==> src/rtl/rr_bus_arbiter_if.sv <==
// Bus-request interface between the requester blocks and rr_bus_arbiter.
// The master modport is the arbiter side; slave is the requester/bus-mux side.
interface rr_bus_arbiter_if #(
   parameter int N   = 8,
   parameter int IDW = 3
);
   logic [N-1:0]   Req;
   logic [N-1:0]   Gnt;
   logic [IDW-1:0] GntId;
   logic           Busy;
   logic           TimeoutErr;

   modport master (
      input  Req,
      output Gnt,
      output GntId,
      output Busy,
      output TimeoutErr
   );

   modport slave (
      output Req,
      input  Gnt,
      input  GntId,
      input  Busy,
      input  TimeoutErr
   );
endinterface

==> src/rtl/rr_bus_arbiter.sv <==
// Round-robin arbiter for the MiniComputer system bus: IDLE -> ARB -> GRANT -> RELEASE.
// Optional forced release after MAX_HOLD grant cycles is enabled by macro RR_ARB_TIMEOUT_EN.
module rr_bus_arbiter #(
   parameter int N        = 8,
   parameter int IDW      = 3,
   parameter int MAX_HOLD = 16,
   parameter int HOLDW    = 5
) (
   input logic              Clk,
   input logic              Rst,
   rr_bus_arbiter_if.master bus
);

   localparam logic [1:0] ST_IDLE    = 2'd0;
   localparam logic [1:0] ST_ARB     = 2'd1;
   localparam logic [1:0] ST_GRANT   = 2'd2;
   localparam logic [1:0] ST_RELEASE = 2'd3;

   localparam logic [N-1:0]   GNT_ONE = {{(N-1){1'b0}}, 1'b1};
   localparam logic [IDW-1:0] ID_ONE  = {{(IDW-1){1'b0}}, 1'b1};
   localparam logic [IDW-1:0] ID_LAST = IDW'(N - 1);
   localparam logic [IDW:0]   N_W     = (IDW + 1)'(N);

   // Reject configurations where GntId or the hold counter cannot cover its range.
   if (N < 2 || (1 << IDW) < N || (1 << HOLDW) <= MAX_HOLD) begin : g_bad_cfg
      $error("rr_bus_arbiter: inconsistent N/IDW/MAX_HOLD/HOLDW");
   end

   logic [1:0]     state_r, state_nx_s;
   logic [N-1:0]   gnt_r, gnt_nx_s;
   logic [IDW-1:0] id_r, id_nx_s;
   logic [IDW-1:0] ptr_r, ptr_nx_s;
   logic           busy_r, busy_nx_s;

   logic           found_s;
   logic [IDW-1:0] win_s;
   logic [IDW:0]   idx_s;
   logic [IDW-1:0] ptr_after_s;

`ifdef RR_ARB_TIMEOUT_EN
   localparam logic [HOLDW-1:0] HOLD_ONE  = {{(HOLDW-1){1'b0}}, 1'b1};
   localparam logic [HOLDW-1:0] HOLD_SAT  = HOLDW'(MAX_HOLD);
   localparam logic [HOLDW-1:0] HOLD_LAST = HOLDW'(MAX_HOLD - 1);

   logic [HOLDW-1:0] hold_r, hold_nx_s;
   logic             terr_r, terr_nx_s;
`endif

   // Rotating priority search: first set Req bit at or above ptr_r, wrapping to 0.
   always_comb begin
      found_s = 1'b0;
      win_s   = ptr_r;
      idx_s   = {IDW+1{1'b0}};
      for (int k = 0; k < N; k++) begin
         idx_s = {1'b0, ptr_r} + (IDW + 1)'(k);
         if (idx_s >= N_W) begin
            idx_s = idx_s - N_W;
         end else begin
            idx_s = idx_s;
         end
         if (!found_s && bus.Req[idx_s[IDW-1:0]]) begin
            found_s = 1'b1;
            win_s   = idx_s[IDW-1:0];
         end else begin
            found_s = found_s;
         end
      end
   end

   assign ptr_after_s = (id_r == ID_LAST) ? {IDW{1'b0}} : id_r + ID_ONE;

   // Next-state and next-output computation for the arbitration FSM.
   always_comb begin
      state_nx_s = state_r;
      gnt_nx_s   = gnt_r;
      id_nx_s    = id_r;
      ptr_nx_s   = ptr_r;
      busy_nx_s  = busy_r;
`ifdef RR_ARB_TIMEOUT_EN
      hold_nx_s  = hold_r;
      terr_nx_s  = 1'b0;
`endif
      case (state_r)
         ST_IDLE: begin
            gnt_nx_s  = {N{1'b0}};
            busy_nx_s = 1'b0;
            if (|bus.Req) begin
               state_nx_s = ST_ARB;
            end else begin
               state_nx_s = ST_IDLE;
            end
         end
         ST_ARB: begin
            if (found_s) begin
               state_nx_s = ST_GRANT;
               gnt_nx_s   = GNT_ONE << win_s;
               id_nx_s    = win_s;
               busy_nx_s  = 1'b1;
`ifdef RR_ARB_TIMEOUT_EN
               hold_nx_s  = {HOLDW{1'b0}};
`endif
            end else begin
               // Request vanished before it could be served; Ptr is left alone.
               state_nx_s = ST_IDLE;
               gnt_nx_s   = {N{1'b0}};
               busy_nx_s  = 1'b0;
            end
         end
         ST_GRANT: begin
            if (!bus.Req[id_r]) begin
               state_nx_s = ST_RELEASE;
               gnt_nx_s   = {N{1'b0}};
               busy_nx_s  = 1'b0;
               ptr_nx_s   = ptr_after_s;
`ifdef RR_ARB_TIMEOUT_EN
            end else if (hold_r == HOLD_LAST) begin
               state_nx_s = ST_RELEASE;
               gnt_nx_s   = {N{1'b0}};
               busy_nx_s  = 1'b0;
               ptr_nx_s   = ptr_after_s;
               terr_nx_s  = 1'b1;
            end else begin
               state_nx_s = ST_GRANT;
               if (hold_r == HOLD_SAT) begin
                  hold_nx_s = hold_r;
               end else begin
                  hold_nx_s = hold_r + HOLD_ONE;
               end
            end
`else
            end else begin
               state_nx_s = ST_GRANT;
            end
`endif
         end
         ST_RELEASE: begin
            gnt_nx_s  = {N{1'b0}};
            busy_nx_s = 1'b0;
`ifdef RR_ARB_TIMEOUT_EN
            hold_nx_s = {HOLDW{1'b0}};
`endif
            if (|bus.Req) begin
               state_nx_s = ST_ARB;
            end else begin
               state_nx_s = ST_IDLE;
            end
         end
         default: begin
            state_nx_s = ST_IDLE;
            gnt_nx_s   = {N{1'b0}};
            busy_nx_s  = 1'b0;
         end
      endcase
   end

   // State and output registers with synchronous active-low reset.
   always_ff @(posedge Clk) begin
      if (!Rst) begin
         state_r <= ST_IDLE;
         gnt_r   <= {N{1'b0}};
         id_r    <= {IDW{1'b0}};
         ptr_r   <= {IDW{1'b0}};
         busy_r  <= 1'b0;
`ifdef RR_ARB_TIMEOUT_EN
         hold_r  <= {HOLDW{1'b0}};
         terr_r  <= 1'b0;
`endif
      end else begin
         state_r <= state_nx_s;
         gnt_r   <= gnt_nx_s;
         id_r    <= id_nx_s;
         ptr_r   <= ptr_nx_s;
         busy_r  <= busy_nx_s;
`ifdef RR_ARB_TIMEOUT_EN
         hold_r  <= hold_nx_s;
         terr_r  <= terr_nx_s;
`endif
      end
   end

   assign bus.Gnt   = gnt_r;
   assign bus.GntId = id_r;
   assign bus.Busy  = busy_r;
`ifdef RR_ARB_TIMEOUT_EN
   assign bus.TimeoutErr = terr_r;
`else
   assign bus.TimeoutErr = 1'b0;
`endif

endmodule
==> src/flat_wrapper.sv <==
// flat-port wrapper written by rule: the top's interface ports become plain ports
module rr_bus_arbiter_flat 
#(
   parameter int N        = 8,
   parameter int IDW      = 3,
   parameter int MAX_HOLD = 16,
   parameter int HOLDW    = 5
)
  (Clk, Rst, bus_Req, bus_Gnt, bus_GntId, bus_Busy, bus_TimeoutErr);
  rr_bus_arbiter_if #(.N(N), .IDW(IDW)) bus_i ();
  input logic Clk;
  input logic Rst;
  input wire logic [$bits(bus_i.Req)-1:0] bus_Req;
  output wire logic [$bits(bus_i.Gnt)-1:0] bus_Gnt;
  output wire logic [$bits(bus_i.GntId)-1:0] bus_GntId;
  output wire logic [$bits(bus_i.Busy)-1:0] bus_Busy;
  output wire logic [$bits(bus_i.TimeoutErr)-1:0] bus_TimeoutErr;
  assign bus_i.Req = bus_Req;
  assign bus_Gnt = bus_i.Gnt;
  assign bus_GntId = bus_i.GntId;
  assign bus_Busy = bus_i.Busy;
  assign bus_TimeoutErr = bus_i.TimeoutErr;
  rr_bus_arbiter #(.N(N), .IDW(IDW), .MAX_HOLD(MAX_HOLD), .HOLDW(HOLDW)) u_core (.Clk(Clk), .Rst(Rst), .bus(bus_i));
endmodule
==> config.mk <==
export PLATFORM = sky130hd
export DESIGN_NAME = rr_bus_arbiter_flat
export DESIGN_NICKNAME = d
export VERILOG_FILES = /design/src/rtl/rr_bus_arbiter_if.sv /design/src/rtl/rr_bus_arbiter.sv /design/src/flat_wrapper.sv
export SDC_FILE = /design/constraint.sdc
export NUM_CORES = 1
export LEC_CHECK = 0
export CAP_MARGIN = 15
export CORE_ASPECT_RATIO = 0.5
export CORE_MARGIN = 2
export CORE_UTILIZATION = 50
export CTS_CLUSTER_DIAMETER = 150
export CTS_CLUSTER_SIZE = 28
export DETAILED_ROUTE_END_ITERATION = 8
export GPL_TIMING_DRIVEN = 0
export PLACE_DENSITY = 0.79
export SYNTH_ARGS = -nofsm -noshare
export SYNTH_HDL_FRONTEND = slang
export SYNTH_SLANG_ARGS = --single-unit
==> constraint.sdc <==
create_clock -name Clk -period 3.5 [get_ports Clk]
set_input_delay 0.7 -clock Clk [delete_from_list [all_inputs] [get_ports Clk]]
set_output_delay 0.7 -clock Clk [all_outputs]
set_load 0.005 [all_outputs]
==> summary.txt, run 1 <==
Die
  • Die footprint: 3810 sq um
  • DIE HEIGHT: 44.6 um
  • Num ports: 23
  • Die width: 85.3 um
  • Rows: 14
  • Core Area: 3080 sq um
  • Initial Util: 53.6%

STA
  • RSZ-0062 raised after global routing: yes
  • Worst hold margin: 0.457 ns
  • Fin Setup TNS: 0 ns
  • Tcrit/Tclk final: 98.5%
  • Final Hold Violating Endpoints: 0
  • Fmax achieved: 0.290 GHz
  • Clk_skew: 0.00462 ns
  • Fin crit period: 3.45 ns
  • Max-slew violations: 0
  • Least-Margin Pin Slew: 0.534 ns
  • Setup ws final: 0.0526 ns
  • Slew margin rel.: 64.4%
  • Final setup vio count: 0

Synth
  • Mapped Cells: 171
  • Post-synthesis mux area share: 28.9%
  • Post-synthesis register bit count: 17
  • Yosys cell types: 54
  • Adder-cell share of the synthesized area: 5.30%
  • Seq/Total Area, Yosys: 20.6%
  • Post-Synth XOR/XNOR Area: 2.58%
  • Top FF cell, synth: dfxtp_1
  • Async S/R FF share, synth: 0%
  • Cell Area, Synth: 1650 sq um
  • Number of enable flip-flop cells after synthesis: 0
  • Mapped Nets: 188
  • Simple-gate portion of the synthesized area: 16.4%
  • Avg Inst Size Synth: 9.66 sq um
  • Ys Warns: 0
  • Largest family of logic cells by synthesized area: multiplexers
  • Synth Area in Compound Gates: 20.0%

Setup path
  • CP endpoint kind: flip-flop
  • CP Max Fanout: 7
  • CP startpoint kind: input port
  • WP data required: 3.64 ns
  • Critical path class: in -> reg
  • CP Data Arrival Time: 3.59 ns

Final layout
  • Area growth, synth to finish: 28.1%
  • Post-route cell area: 2120 sq um
  • Fin util: 68.6%
  • Filler cells: 227
  • Commonest non-fill, non-tap cell in the layout: nand2_1
  • Final Non-Filler Cells: 245
  • Nets: 223
  • Diode count: 0
  • Commonest non-fill, non-tap cells in the layout: nand2_1, mux4_2, clkdlybuf4s50_1, dfxtp_1, nor2_1
  • Share of layout cells above drive strength 1: 23.9%

Route
  • Iteration-0 DRC count of the detailed router: 301
  • Post-DRT Antenna Nets: 0
  • Drt pass-1 iters: 5
  • Vias per inst: 6.36
  • DRC viols: 0
  • Vias post-DR: 1,557
  • WL final: 4270 um
  • Routed WL per cell: 17.4 um

Power and ir drop
  • Tot Pwr: 1.18 mW
  • Combinational share of power: 64.5%
  • Maximum VDD drop: 0.369 mV
  • Clk pwr share: 12.4%
  • Psw: 485 uW
  • Switching share of power: 41.1%
  • P_int: 695 uW
  • Sequential power share: 23.1%
  • Leak: 0.855 nW
  • Power density cells: 558 nW/um^2

Placed design
  • Pre-CTS setup slack: -0.239 ns
  • Port bufs: 21
  • Placed cells: 232
  • Routability cong.: 0.859
  • DP Wirelength: 3030 um
  • Placed instance area: 1910 sq um

Global routing
  • Grt ovf: 0
  • Total GRT Usage: 22.3%
  • First-pass GRT wire length: 6760 um
  • Initial antenna violation count: 0
  • Vias in the first global route: 1,394
  • Largest net degree at the start of global routing: 11

Clock network
  • Num CTS Buffers: 3
  • Clock latency on the worst-skew pair: 0.25 ns
  • Max clock buf depth: 2
  • Clock sink count: 17
  • Clock transition at the registers of the reported paths: 0.07 ns
  • CTS tree: done
  • Clock Tree Root: clkbuf_8
  • Max H-tree Level: 1
  • # hold bufs at CTS: 0

Hold path
  • HP Class: reg -> reg

Job
  • MaxCap Viol Count: 0

Outcome
  • Outcome: complete, no violations
per-layer routing:
| layer | vias up | wire [um] | global-route usage (%) |
|---|---|---|---|
| li1 | 727 | - | - |
| met1 | 734 | 1930 | 31.7 |
| met2 | 86 | 1970 | 37.5 |
| met3 | 10 | 322 | 2.43 |
| met4 | 0 | 45 | 4.76 |
| met5 | - | 0 | 0 |
kinds of logic (layout without fill, tap and decap cells):
logic type / count (synthesis) / after routing
fa+ha+maj: 7 / 7
mux: 28 / 28
flops: 17 / 17
xor+xnor: 4 / 4
other cells: 1 / 1
buf+inv: 18 / 52
compound gates: 43 / 43
simple gates: 53 / 53
flip-flops by register name, indices dropped and copies added (netlist names):
register	flops
u_core.bus.Gnt	8
u_core.bus.GntId	3
u_core.ptr_r	3
u_core.state_r	2
u_core.bus.Busy	1
cell type report:
cell class | count | area [sq um] | share of cell area (%)
Multi-Input combinational cell | 136 | 1240 | 58.6
Sequential cell | 17 | 345 | 16.3
Timing Repair Buffer | 31 | 313 | 14.8
Buffer | 8 | 83.8 | 3.96
Tap cell | 40 | 50.0 | 2.37
Clock buffer | 3 | 41.3 | 1.95
Inverter | 9 | 37.5 | 1.77
Clock inverter | 1 | 5.00 | 0.237
power groups by stage:
stage / sequential [mW] / clock (mW) / combinational, mW
after floorplan: 0.268 / 0 / 0.491
after global placement: 0.271 / 0 / 0.641
after detailed placement: 0.274 / 0 / 0.653
after CTS: 0.271 / 0.147 / 0.674
after global routing: 0.278 / 0.154 / 0.822
final: 0.272 / 0.146 / 0.761
worst paths after layout:
| path | start | to | slack [ns] | cells after the start |
|---|---|---|---|---|
| max reg2reg | u_core.ptr_r[0]$_SDFFE_PN0P_ | u_core.bus.Gnt[0]$_SDFFE_PN0P_ | 0.08 | 11 |
| max | bus_Req[1] | u_core.bus.Gnt[0]$_SDFFE_PN0P_ | 0.05 | 9 |
| min reg2reg | u_core.bus.Gnt[6]$_SDFFE_PN0P_ | u_core.bus.Gnt[6]$_SDFFE_PN0P_ | 0.46 | 2 |
| min | u_core.bus.Gnt[6]$_SDFFE_PN0P_ | u_core.bus.Gnt[6]$_SDFFE_PN0P_ | 0.46 | 2 |
synthesized netlist by cell type, types with 2 or more instances:
| cell type | n | area (sq um) |
|---|---|---|
| nor2_1 | 12 | 45.0 |
| nand2_1 | 16 | 60.1 |
| mux4_2 | 15 | 338 |
| inv_1 | 8 | 30.0 |
| a32o_1 | 5 | 50.1 |
| a31oi_1 | 2 | 12.5 |
| xnor2_1 | 2 | 17.5 |
| nand2b_1 | 6 | 37.5 |
| buf_4 | 4 | 30.0 |
| nor2b_1 | 3 | 18.8 |
| a21oi_1 | 7 | 35.0 |
| dfxtp_1 | 17 | 340 |
| mux2_2 | 3 | 33.8 |
| a22oi_1 | 2 | 15.0 |
| o31ai_2 | 2 | 25.0 |
| o221ai_1 | 2 | 17.5 |
| nand3_1 | 4 | 20.0 |
| or3_1 | 2 | 12.5 |
| o31ai_1 | 2 | 15.0 |
| ha_1 | 7 | 87.6 |
| a211oi_1 | 2 | 15.0 |
| mux2i_1 | 9 | 90.1 |
| o21ai_0 | 6 | 30.0 |
| buf_6 | 2 | 22.5 |
| clkbuf_1 | 2 | 7.51 |
what timing repair did:
action                     in CTS  in global routing
pin swaps                       1                  6
setup buffers                   0                 10
resized for setup               7                 14
setup endpoints to repair      11                 10
worst max-delay path: stages:
cell and delay, ns:
clkdlybuf4s50_1 0.52, mux4_2 0.53, mux4_2 0.49, and4bb_1 0.30, buf_6 0.14, a222oi_1 0.12, xnor2_1 0.38, nor2b_1 0.12
a32o_1 0.28
(Power assumes the default switching activity.)
==> run 2, diff against run 1 <==
--- a/config.mk
+++ b/config.mk
@@ -7,7 +7,6 @@
 export LEC_CHECK = 0
 export CAP_MARGIN = 15
 export CORE_ASPECT_RATIO = 0.5
-export CORE_MARGIN = 2
 export CORE_UTILIZATION = 50
 export CTS_CLUSTER_DIAMETER = 150
 export CTS_CLUSTER_SIZE = 28
==> summary.txt, run 2 (same netlist as run 1, synthesis figures left out) <==
Outcome
  • Outcome: complete, no violations

Power and ir drop
  • Power density cells: 551 nW/um^2
  • Leak: 0.868 nW
  • Maximum VDD drop: 0.416 mV

Final layout
  • Max FFs per register: 8
  • Area growth, synth to finish: 27.7%
  • Share of layout cells above drive strength 1: 23.8%
  • Diode count: 0
  • Commonest non-fill, non-tap cell in the layout: nand2_1
  • Post-route cell area: 2110 sq um
  • Nets: 224
  • Fin util: 68.8%
  • Commonest non-fill, non-tap cells in the layout: nand2_1, mux4_2, dfxtp_1

Placed design
  • Placed instance area: 1910 sq um
  • Port bufs: 21
  • Pre-CTS setup slack: -0.314 ns
  • DP Wirelength: 2940 um
  • Routability cong.: 0.866

Setup path
  • Slowest cell on crit path: mux4_2
  • CP endpoint kind: flip-flop
  • CP Max Fanout: 7
  • Worst Path Buf+Inv: 1
  • CP startpoint kind: input port
  • CP Data Arrival Time: 3.54 ns
  • Critical Path, Cell by Cell: clkdlybuf4s50_1 -> mux4_2 -> mux2i_2 -> o21ai_0 -> a222oi_1 -> xnor2_1 -> and2_1 -> a32o_1
  • Delay-heaviest family, CP: multiplexers
  • Critical path class: in -> reg
  • Worst path max stage delay: 0.60 ns
  • WP data required: 3.64 ns

Global routing
  • Total GRT Usage: 23.3%
  • Grt ovf: 0
  • Vias in the first global route: 1,367
  • First-pass GRT wire length: 6600 um
  • Largest net degree at the start of global routing: 11
  • Initial antenna violation count: 0

Route
  • WL final: 4190 um
  • Post-DRT Antenna Nets: 0
  • Vias per inst: 6.45
  • DRC viols: 0
  • Drt pass-1 iters: 4
  • Iteration-0 DRC count of the detailed router: 274
  • Vias post-DR: 1,586
  • Routed WL per cell: 17.0 um

STA
  • Final setup vio count: 0
  • Clk_skew: 0.00388 ns
  • Final Hold Violating Endpoints: 0
  • Fmax achieved: 0.294 GHz
  • Least-Margin Pin Slew: 0.541 ns
  • Slew margin rel.: 63.8%
  • Fin crit period: 3.40 ns
  • Setup ws final: 0.0950 ns
  • Max-slew violations: 0
  • Worst hold margin: 0.455 ns
  • Tcrit/Tclk final: 97.3%

Clock network
  • CTS tree: done
  • Clock sink count: 17
  • Num CTS Buffers: 3
  • Clock latency on the worst-skew pair: 0.25 ns
  • Clock Tree Root: clkbuf_8
  • Clock transition at the registers of the reported paths: 0.06 ns
  • Max H-tree Level: 1
  • Max clock buf depth: 2

Hold path
  • HP Class: reg -> reg

Die
  • Die footprint: 3550 sq um
  • Die width: 83.3 um
  • Core Area: 3070 sq um
  • Num ports: 23
  • DIE HEIGHT: 42.6 um
  • Rows: 14
  • Initial Util: 53.9%

Job
  • MaxCap Viol Count: 0
-- run 2: cell type report --
type | count | area (sq um)
Multi-Input combinational cell | 136 | 1230
Inverter | 9 | 33.8
Sequential cell | 17 | 348
Fill cell | 222 | 957
Timing Repair Buffer | 31 | 303
Buffer | 9 | 95.1
Tap cell | 40 | 50.0
Clock buffer | 4 | 45.0
-- run 2: worst min-delay path, cell delays in order, from the launching register on --
cell and delay, ns:
dfxtp_1 0.33, nand2_1 0.05, o31ai_1 0.05
-- run 2: worst paths after layout --
check                                                       to                           start  slack, ns  cells after the start
worst max-delay path            u_core.bus.Gnt[1]$_SDFFE_PN0P_                      bus_Req[5]        0.1                      8
worst min-delay path            u_core.bus.Gnt[6]$_SDFFE_PN0P_  u_core.bus.Gnt[6]$_SDFFE_PN0P_       0.46                      2
worst max register to register  u_core.bus.Gnt[0]$_SDFFE_PN0P_    u_core.ptr_r[0]$_SDFFE_PN0P_       0.15                     12
worst min register to register  u_core.bus.Gnt[6]$_SDFFE_PN0P_  u_core.bus.Gnt[6]$_SDFFE_PN0P_       0.46                      2
-- run 2: timing repair --
| action | in CTS | in global routing |
|---|---|---|
| setup buffers | 1 | 9 |
| gates resized for setup | 6 | 17 |
| pin swaps | 1 | 3 |
| hold buffers | 0 | 0 |
| endpoints found under the setup margin | 11 | 10 |
-- run 2: metal layers --
metal | up-vias | routed length, um | track usage [%]
met2 | 94 | 1920 | 38.0
met3 | 14 | 331 | 2.95
met4 | 0 | 82 | 6.55
met5 | - | 0 | 0
li1 | 733 | - | -
met1 | 745 | 1850 | 32.8
-- run 2: where the power goes --
group / switching, mW / internal (mW)
clock: 0.0613 / 0.0806
combinational: 0.375 / 0.377
sequential: 0.0367 / 0.232
total: 0.473 / 0.689
-- run 2: per-stage QoR --
| step | total power [mW] | setup TNS, ns | instances |
|---|---|---|---|
| floorplan | 0.759 | 0 | 171 |
| global placement | 0.912 | -1.97 | 232 |
| detailed placement | 0.930 | -2.80 | 232 |
| CTS | 1.10 | 0 | 237 |
| global route | 1.24 | -0.00836 | 246 |
| finish | 1.16 | 0 | 246 |
